===== config.mk =====
export PLATFORM = sky130hd
export DESIGN_NAME = inst_encoder
export DESIGN_NICKNAME = d
export VERILOG_FILES = /design/src/rtl/package_param.sv /design/src/rtl/inst_pack.sv /design/src/rtl/inst_encoder.sv
export SDC_FILE = /design/constraint.sdc
export NUM_CORES = 1
export LEC_CHECK = 0
export BUFFER_PORTS_ARGS = -buffer_cell sky130_fd_sc_hd__buf_2
export CORE_MARGIN = 2
export CORE_UTILIZATION = 29
export CTS_CLUSTER_DIAMETER = 50
export CTS_CLUSTER_SIZE = 10
export DETAILED_ROUTE_END_ITERATION = 8
export PLACE_DENSITY = 0.48
export SLEW_MARGIN = 10
export SYNTH_ARGS = -nofsm -noshare
export SYNTH_HDL_FRONTEND = slang
export SYNTH_SLANG_ARGS = --single-unit

===== constraint.sdc =====
create_clock -name clk_i -period 3.3 [get_ports clk_i]
set_clock_uncertainty 0.1 [all_clocks]
set_input_delay 0.66 -clock clk_i [delete_from_list [all_inputs] [get_ports clk_i]]
set_output_delay 0.66 -clock clk_i [all_outputs]
set_load 0.005 [all_outputs]

===== src/rtl/package_param.sv =====
// Shared types and constants for the instruction encoder: formats, FSM states,
// base opcodes, immediate range limits and a saturating counter helper.
package package_param;

    typedef enum logic [2:0] {
        FMT_R = 3'd0,
        FMT_I = 3'd1,
        FMT_S = 3'd2,
        FMT_B = 3'd3,
        FMT_U = 3'd4,
        FMT_J = 3'd5
    } fmt_e;

    typedef enum logic [1:0] {
        ST_IDLE,
        ST_LOAD,
        ST_DRAIN
    } state_e;

    localparam logic [6:0] OP_LOAD   = 7'h03;
    localparam logic [6:0] OP_OP_IMM = 7'h13;
    localparam logic [6:0] OP_AUIPC  = 7'h17;
    localparam logic [6:0] OP_STORE  = 7'h23;
    localparam logic [6:0] OP_OP     = 7'h33;
    localparam logic [6:0] OP_LUI    = 7'h37;
    localparam logic [6:0] OP_BRANCH = 7'h63;
    localparam logic [6:0] OP_JALR   = 7'h67;
    localparam logic [6:0] OP_JAL    = 7'h6F;

    localparam logic [2:0] F3_SLL     = 3'd1;
    localparam logic [2:0] F3_SLTIU   = 3'd3;
    localparam logic [2:0] F3_SRL_SRA = 3'd5;

    localparam int signed IMM12_MIN  = -2048;
    localparam int signed IMM12_MAX  = 2047;
    localparam int signed IMM12U_MAX = 4095;
    localparam int signed SHAMT_MAX  = 31;
    localparam int signed IMMB_MIN   = -4096;
    localparam int signed IMMB_MAX   = 4094;
    localparam int signed IMMJ_MIN   = -1048576;
    localparam int signed IMMJ_MAX   = 1048574;

    typedef struct packed {
        logic [2:0]  fmt;
        logic [6:0]  opcode;
        logic [4:0]  rd;
        logic [4:0]  rs1;
        logic [4:0]  rs2;
        logic [2:0]  funct3;
        logic [6:0]  funct7;
        logic [31:0] imm;
    } req_t;

    function automatic logic [15:0] sat_inc(input logic [15:0] v);
        return (v == '1) ? v : v + 16'd1;
    endfunction

endpackage


===== src/rtl/inst_pack.sv =====
// Combinational packer: turns decoded instruction fields into a 32-bit word
// and flags whether the immediate is encodable for the selected format.
module inst_pack
    import package_param::*;
(
    input  logic [2:0]  fmt,
    input  logic [6:0]  opcode,
    input  logic [4:0]  rd,
    input  logic [4:0]  rs1,
    input  logic [4:0]  rs2,
    input  logic [2:0]  funct3,
    input  logic [6:0]  funct7,
    input  logic [31:0] imm,
    output logic [31:0] word,
    output logic        range_ok
);

    logic signed [31:0] simm;
    fmt_e               fmt_sel;

    assign simm    = $signed(imm);
    assign fmt_sel = fmt_e'(fmt);

    always_comb begin
        word     = '0;
        range_ok = 1'b0;
        case (fmt_sel)
            FMT_R: begin
                word     = {funct7, rs2, rs1, funct3, rd, opcode};
                range_ok = 1'b1;
            end
            FMT_I: begin
                if (funct3 == F3_SLL || funct3 == F3_SRL_SRA) begin
                    word     = {funct7, imm[4:0], rs1, funct3, rd, opcode};
                    range_ok = (simm >= 0) && (simm <= SHAMT_MAX);
                end else begin
                    word     = {imm[11:0], rs1, funct3, rd, opcode};
                    range_ok = (funct3 == F3_SLTIU) ?
                               ((simm >= 0) && (simm <= IMM12U_MAX)) :
                               ((simm >= IMM12_MIN) && (simm <= IMM12_MAX));
                end
            end
            FMT_S: begin
                word     = {imm[11:5], rs2, rs1, funct3, imm[4:0], opcode};
                range_ok = (simm >= IMM12_MIN) && (simm <= IMM12_MAX);
            end
            FMT_B: begin
                word     = {imm[12], imm[10:5], rs2, rs1, funct3, imm[4:1], imm[11], opcode};
                range_ok = (simm >= IMMB_MIN) && (simm <= IMMB_MAX) && !imm[0];
            end
            FMT_U: begin
                word     = {imm[31:12], rd, opcode};
                range_ok = (imm[11:0] == 12'd0);
            end
            FMT_J: begin
                word     = {imm[20], imm[10:1], imm[11], imm[19:12], rd, opcode};
                range_ok = (simm >= IMMJ_MIN) && (simm <= IMMJ_MAX) && !imm[0];
            end
            default: begin
                word     = '0;
                range_ok = 1'b0;
            end
        endcase
    end

endmodule


===== src/rtl/inst_encoder.sv =====
// Instruction encoder: accepts field-level requests in a load session, packs them
// through a two-stage pipeline and writes the words to sequential memory addresses.
module inst_encoder
    import package_param::*;
(
    input  logic        clk_i,
    input  logic        rst_i,
    input  logic        start_i,
    input  logic [31:0] base_addr_i,
    input  logic        req_valid_i,
    output logic        req_ready_o,
    input  logic        req_last_i,
    input  logic [2:0]  fmt_i,
    input  logic [6:0]  opcode_i,
    input  logic [4:0]  rd_i,
    input  logic [4:0]  rs1_i,
    input  logic [4:0]  rs2_i,
    input  logic [2:0]  funct3_i,
    input  logic [6:0]  funct7_i,
    input  logic [31:0] imm_i,
    output logic        mem_we_o,
    output logic [31:0] mem_addr_o,
    output logic [31:0] mem_wdata_o,
    input  logic        mem_ready_i,
    output logic        busy_o,
    output logic        done_o,
    output logic        err_o,
    output logic        err_sticky_o,
    output logic [15:0] inst_cnt_o,
    output logic [15:0] err_cnt_o
);

    state_e      state;
    req_t        s1_req;
    logic        s1_valid;
    logic        s2_valid;
    logic [31:0] s2_word;

    logic [31:0] pack_word;
    logic        pack_ok;

    logic        accept;
    logic        s2_free;
    logic        s1_adv;
    logic        wr_done;
    logic        s1_nxt;
    logic        s2_nxt;

    inst_pack u_pack (
        .fmt      (s1_req.fmt),
        .opcode   (s1_req.opcode),
        .rd       (s1_req.rd),
        .rs1      (s1_req.rs1),
        .rs2      (s1_req.rs2),
        .funct3   (s1_req.funct3),
        .funct7   (s1_req.funct7),
        .imm      (s1_req.imm),
        .word     (pack_word),
        .range_ok (pack_ok)
    );

    // Stage handshake: S1 moves on whenever S2 is empty or its write completes this cycle.
    always_comb begin
        wr_done     = s2_valid & mem_ready_i;
        s2_free     = !s2_valid | mem_ready_i;
        s1_adv      = s1_valid & s2_free;
        req_ready_o = (state == ST_LOAD) & (!s1_valid | s1_adv);
        accept      = req_valid_i & req_ready_o;
        s1_nxt      = accept | (s1_valid & !s1_adv);
        s2_nxt      = (s1_adv & pack_ok) | (s2_valid & !mem_ready_i);
    end

    assign mem_we_o    = s2_valid;
    assign mem_wdata_o = s2_word;

    always_ff @(posedge clk_i) begin
        if (rst_i) begin
            state        <= ST_IDLE;
            s1_req       <= '0;
            s1_valid     <= 1'b0;
            s2_valid     <= 1'b0;
            s2_word      <= '0;
            mem_addr_o   <= '0;
            busy_o       <= 1'b0;
            done_o       <= 1'b0;
            err_o        <= 1'b0;
            err_sticky_o <= 1'b0;
            inst_cnt_o   <= '0;
            err_cnt_o    <= '0;
        end else begin
            done_o   <= 1'b0;
            err_o    <= 1'b0;
            s1_valid <= s1_nxt;
            s2_valid <= s2_nxt;

            if (accept) begin
                s1_req <= '{fmt: fmt_i, opcode: opcode_i, rd: rd_i, rs1: rs1_i,
                            rs2: rs2_i, funct3: funct3_i, funct7: funct7_i, imm: imm_i};
            end

            if (s1_adv && pack_ok) begin
                s2_word <= pack_word;
            end

            // Out-of-range words vanish here instead of reaching S2.
            if (s1_adv && !pack_ok) begin
                err_o        <= 1'b1;
                err_sticky_o <= 1'b1;
                err_cnt_o    <= sat_inc(err_cnt_o);
            end

            if (wr_done) begin
                mem_addr_o <= mem_addr_o + 32'd4;
                inst_cnt_o <= sat_inc(inst_cnt_o);
            end

            case (state)
                ST_IDLE: begin
                    if (start_i) begin
                        state        <= ST_LOAD;
                        busy_o       <= 1'b1;
                        mem_addr_o   <= base_addr_i;
                        inst_cnt_o   <= '0;
                        err_cnt_o    <= '0;
                        err_sticky_o <= 1'b0;
                    end
                end
                ST_LOAD: begin
                    if (accept && req_last_i) begin
                        state <= ST_DRAIN;
                    end
                end
                ST_DRAIN: begin
                    if (!s1_nxt && !s2_nxt) begin
                        state  <= ST_IDLE;
                        busy_o <= 1'b0;
                        done_o <= 1'b1;
                    end
                end
                default: begin
                    state  <= ST_IDLE;
                    busy_o <= 1'b0;
                end
            endcase
        end
    end

endmodule


; ---- After elaboration in Yosys (flattened, before gate mapping)
; Index checks and enable logic that the tools add are counted.
[word_totals]
ram_bits = 0
regBits = 171
in_bits = 105
latch_bits = 0
memories = 0
rom_bits = 0
out_inout_bits = 102
elab_cells = 113
[op_classes]
n_mux = 28
n_mul = 0
eq_ne = 15
bitwise_logic = 13
n_div = 0
n_reduce_logical = 26
add_sub_neg = 3
shift = 0
order_cmp = 9
[op_table]
columns = cell, count
row1 = $pmux 32 s6, 1
row2 = $mux 16, 8
row3 = $mux 32, 4
row4 = $le 32x13->1 const B, 2
row5 = $add 16x1->16 const B, 2
row6 = $add 32x3->32 const B, 1
row7 = $eq 16x16->1 const B, 2
row8 = $ge 32x1->1 const B, 1
row9 = $ge 32x12->1 const B, 1
row10 = $ge 32x13->1 const B, 1
row11 = $ge 32x21->1 const B, 1
row12 = $le 32x12->1 const B, 1
row13 = $le 32x21->1 const B, 1
row14 = $le 32x6->1 const B, 1
row15 = $logic_not 12->1, 1
row16 = $logic_and 1x1->1, 11
row17 = $eq 3x2->1 const B, 3
row18 = $eq 3x3->1 const B, 3
row19 = $mux 1, 9
row20 = $logic_not 1->1, 8
row21 = $and 1x1->1, 7
row22 = $eq 3x1->1 const B, 2
row23 = $mux 2, 3
row24 = $pmux 1 s6, 1
row25 = other kinds (13), 19

; ---- Longest topological paths before layout
[logic_depth]
depth_word = 11
depth_mapped = 10
ltp_nobuf = 8

; ---- Modules after synthesis
; Synthesis repeated with hierarchy kept, for this count alone.
[unflattened]
cells_unflattened = 970
area_unflattened_um2 = 7724.9
[modules_own_cells]
columns = mod, cells_per_inst, area_per_inst_um2, n_inst, seq_area_each_um2
row1 = inst_encoder, 855, 6937.9, 1, 3423.3
row2 = inst_pack, 115, 787.0, 1, 0.0

; ---- Worst setup path before layout
; OpenSTA, ideal clock, no wires.
[synth_timing]
kind = input -> register
from = input port mem_ready_i
to = register mem_addr_o[31]
required_ns = 3.109
setup_slack_ns = 0.763
stages = 7
t_arrival_ns = 2.346
path_buffers = 1
setup_ns = 0.091
cell_sequence = nand2_1 > or3_2 > clkbuf_1 > nor4_4 > nand2b_1 > or3_2 > a311oi_1
[synth_between]
elab_chain_len = 4
[synth_rtl]
columns = element, line
row1 = start: declaration, inst_encoder.sv:24  ; input logic mem_ready_i,
row2 = $and 1x1->1 (*), inst_encoder.sv:64  ; wr_done = s2_valid & mem_ready_i;
row3 = $mux 32 (*), inst_encoder.sv:112  ; if (wr_done) begin
row4 = $mux 32, inst_encoder.sv:119  ; if (start_i) begin
row5 = $mux 32 (*), inst_encoder.sv:117  ; case (state)
row6 = end signal: assignment, inst_encoder.sv:113  ; mem_addr_o <= mem_addr_o + 32'd4;
row7 = end signal: assignment, inst_encoder.sv:122  ; mem_addr_o <= base_addr_i;
row8 = end: declaration, inst_encoder.sv:22  ; output logic [31:0] mem_addr_o,
; Every way passes the cells marked *; elsewhere a longest branch is shown, timed or not.
; A chain may end at the register's enable or synchronous reset.

; ---- Worst setup path after layout
[layout_timing]
from = register s1_req[31] (netlist bit)
to = register s2_word[5], in the netlist mem_wdata_o[5]
[layout_between]
elab_chain_len = 6
elab_cells_between_ends = 20
cone_classes = order compare: 9 / mux: 3 / reduce/logical: 8
[layout_rtl]
columns = element, line
row1 = start: declaration, inst_encoder.sv:34  ; req_t s1_req;
row2 = start signal: assignment, inst_encoder.sv:97  ; s1_req <= '{fmt: fmt_i, opcode: opcode_i, rd: rd_i, rs1: rs1_i,
row3 = "$ge 32x12->1, or another cell as far along", "inst_pack.sv:40, inst_pack.sv:45"
row4 = "$logic_and 1x1->1, on equally long branches", "inst_pack.sv:40, inst_pack.sv:45, inst_pack.sv:39"
row5 = $mux 1, inst_pack.sv:38  ; range_ok = (funct3 == F3_SLTIU) ?
row6 = $mux 1, inst_pack.sv:33  ; if (funct3 == F3_SLL || funct3 == F3_SRL_SRA) begin
row7 = $pmux 1 s6 (*), inst_pack.sv:27  ; case (fmt_sel)
row8 = $logic_and 1x1->1 (*), inst_encoder.sv:101  ; if (s1_adv && pack_ok) begin
row9 = end signal: assignment, inst_encoder.sv:102  ; s2_word <= pack_word;
row10 = end: declaration, inst_encoder.sv:37  ; logic [31:0] s2_word;
; Marked as above.

==> qor.yml <==
synthesis:
  yosys_most_used_dff: "dfxtp_1"
  synth-xor-area-share_pct: 4.30
  synthMuxAreaShare_pct: 3.06
  ys_types: 54
  synth_edf_count: 0
  yosysTopAreaCellShare_pct: 45.4
  synth_area_per_cell_um2: 8.08
  syn_area_um2: 7530
  synthArstFlopShare_pct: 0
  synth_compound_area_share_pct: 16.6
  yosys.area_share.simple_pct: 26.3
  synthTopCellsByArea: "dfxtp_1, nand2_1, a21oi_1"
  synth_top_family_by_area: "simple AND/OR/NAND/NOR gates"
  yosys.area_share.adder_pct: 0.498
  ys_ff_latch: 171
  ys_seq_area_share_pct: 45.4
  yosys_warnings: 0
  syn_inst: 932
  syn-num-nets: 1040
  synth_top_area_cell: "dfxtp_1"
global_route:
  grt_max_degree: 104
  grt-ovfl-total: 0
  track_usage_pct: 16.9
  antenna_found_initial: 0
  grt_pass1_wl_um: 36100
  grt_pass1_vias: 6739
sta:
  setup-tns-final_ps: 0
  maxSlewHeadroom_pct: 41.7
  final_max_slew_viol_count: 0
  post-route-period-util_pct: 80.7
  setup_violations: 0
  fmax_mhz: 375
  layout_setup_ws_ps: 636
  fin_crit_ps: 2660
  hold_viol: 0
  rsz0062_at_grt: "no"
  tightestPinTransition_ps: 870
place:
  hpwl_um: 16800
  dpl.cell_count: 1426
  pre_cts_ws_ps: 563
  port_buffers: 206
  gp_congestion: 0.853
power_and_ir_drop:
  irDropWorstVdd_uv: 230
  leakagePower_nw: 3.73
  cellPowerDensity_nw_per_um2: 487
worst_setup_path:
  slowest_stage: "or4_1"
  cp.buffers_inverters: 1
  max_stage_delay_ps: 550
  endpoint_kind: "register"
  path_delay_family: "simple AND/OR/NAND/NOR gates"
  worstPathArrival_ps: 2870
  worstPathRequired_ps: 3500
  crit_chain: "nor4_1 -> nand3_1 -> or4_1 -> a21oi_2 -> o31a_2 -> buf_12 -> mux2i_1 -> nor2_1"
  start_kind: "register"
  crit_type: "register to register"
  crit_fanout: 61
finish:
  area_delta_synth_final_pct: 25.8
  multi_input_area_um2: 3840
  final_common_cell: "buf_2"
  nNetsFinal: 1223
  layout_common_cells: "buf_2, nand2_1, dfxtp_1"
  fin_cells: 1458
  diodes: 0
  drive_gt1_share_pct: 24.4
  seq_area_um2: 3420
  fillers: 2674
cts:
  cts_tree: "built"
  clk_latency_ps: 430
  clk_path_buf_depth: 2
  h-tree-depth: 4
  clk_pin_slew_ps: 70
  post-cts-setup-buffers: 0
  root_buffer: "clkbuf_16"
  cts_sinks: 171
  cts.repair.resized: 0
  tritoncts.num_buffers: 17
  holdBufCountCts: 0
route:
  firstDrtPassIters: 5
  ant_nets: 0
  wl_per_cell_um: 15.8
  dr_wl_met2_um: 10700
  avgViaCountPerCell: 4.88
  m1WireLength_um: 10800
  drt-total-wl_um: 23100
  drc: 0
  vias: 7108
  wl_met3_um: 1290
  top_layer_used: "met4"
  drt_iter0_markers: 462
run:
  drv_cap: 0
die:
  core_area_um2: 25300
  die-width_um: 165
  die_y_um: 165
  initial_core_util_pct: 29.8
  rows: 58
  die_area_um2: 27300
  ios: 207
outcome:
  outcome: "complete, no violations"
min_path:
  hold_path_class: "input pin to register"
==> cell families after synthesis <==
family / count (synthesis)
simple gates: 434
compound gates: 195
flops: 171
buf+inv: 69
xor+xnor: 37
mux: 23
fa+ha+maj: 3
==> routing by layer <==
| layer | up-vias | global-route usage [%] |
|---|---|---|
| li1 | 3647 | - |
| met1 | 3241 | 22.1 |
| met2 | 199 | 28.4 |
| met3 | 21 | 3.60 |
| met4 | 0 | 3.99 |
| met5 | - | 0 |
==> synth_stat cells (3+ instances only) <==
cell type / instances
a211oi_1: 47
a21oi_1: 88
a222oi_1: 6
a22oi_1: 5
a311oi_1: 7
a31o_2: 6
a31oi_1: 4
and2_1: 4
and3_1: 8
and4_1: 4
buf_1: 11
buf_2: 3
buf_4: 4
clkbuf_1: 41
dfxtp_1: 171
ha_1: 3
inv_1: 9
mux2i_1: 23
nand2_1: 183
nand2b_1: 12
nand3_1: 24
nand3b_1: 5
nand4_1: 27
nor2_1: 111
nor2b_1: 11
nor3_1: 18
nor4_1: 11
o21ai_0: 14
or3_1: 3
or3_2: 3
or4_1: 3
xnor2_1: 13
xor2_1: 24
==> final cells by class <==
type	instances	share of cell area (%)
inverter	9	0.356
tap	330	4.36
timing repair buffer	224	12.9
clock buffer	19	4.67
sequential	171	36.1
clock inverter	13	1.12
multi-input combinational	692	40.5
==> worst paths after layout <==
| check | start | end | slack, ps | depth (start not counted) |
|---|---|---|---|---|
| setup / recovery | s1_req[31] | mem_wdata_o[5] | 640 | 8 |
| hold / removal | req_last_i | state[0] | 350 | 2 |
| hold reg to reg | s1_req[55] | s1_req[55] | 350 | 2 |
| setup reg to reg | s1_req[31] | mem_wdata_o[5] | 640 | 8 |
==> power breakdown <==
group          internal (mW)  switching (mW)  total (mW)
logic                  0.201           0.261       0.461
registers               2.15          0.0885        2.24
clock network           1.00           0.912        1.92
==> flip-flops by register name, indices dropped and copies added (netlist names), 2 cells and up <==
register and flops:
mem_addr_o 32, err_cnt_o 16, inst_cnt_o 16, s1_req 67, mem_wdata_o 32, state 2
==> per-stage QoR <==
step | area, um2 | hold WS (ps) | total power, mW | util (%)
finish | 9480 | 348 | 4.62 | 37.4
global route | 9480 | 346 | 4.83 | 37.4
global placement | 8930 | 342 | 2.75 | 35.3
detailed placement | 8930 | 347 | 2.76 | 35.3
CTS | 9480 | 329 | 4.69 | 37.4
floorplan | 7530 | 336 | 2.53 | -
Power figures use the tool's default switching activity.
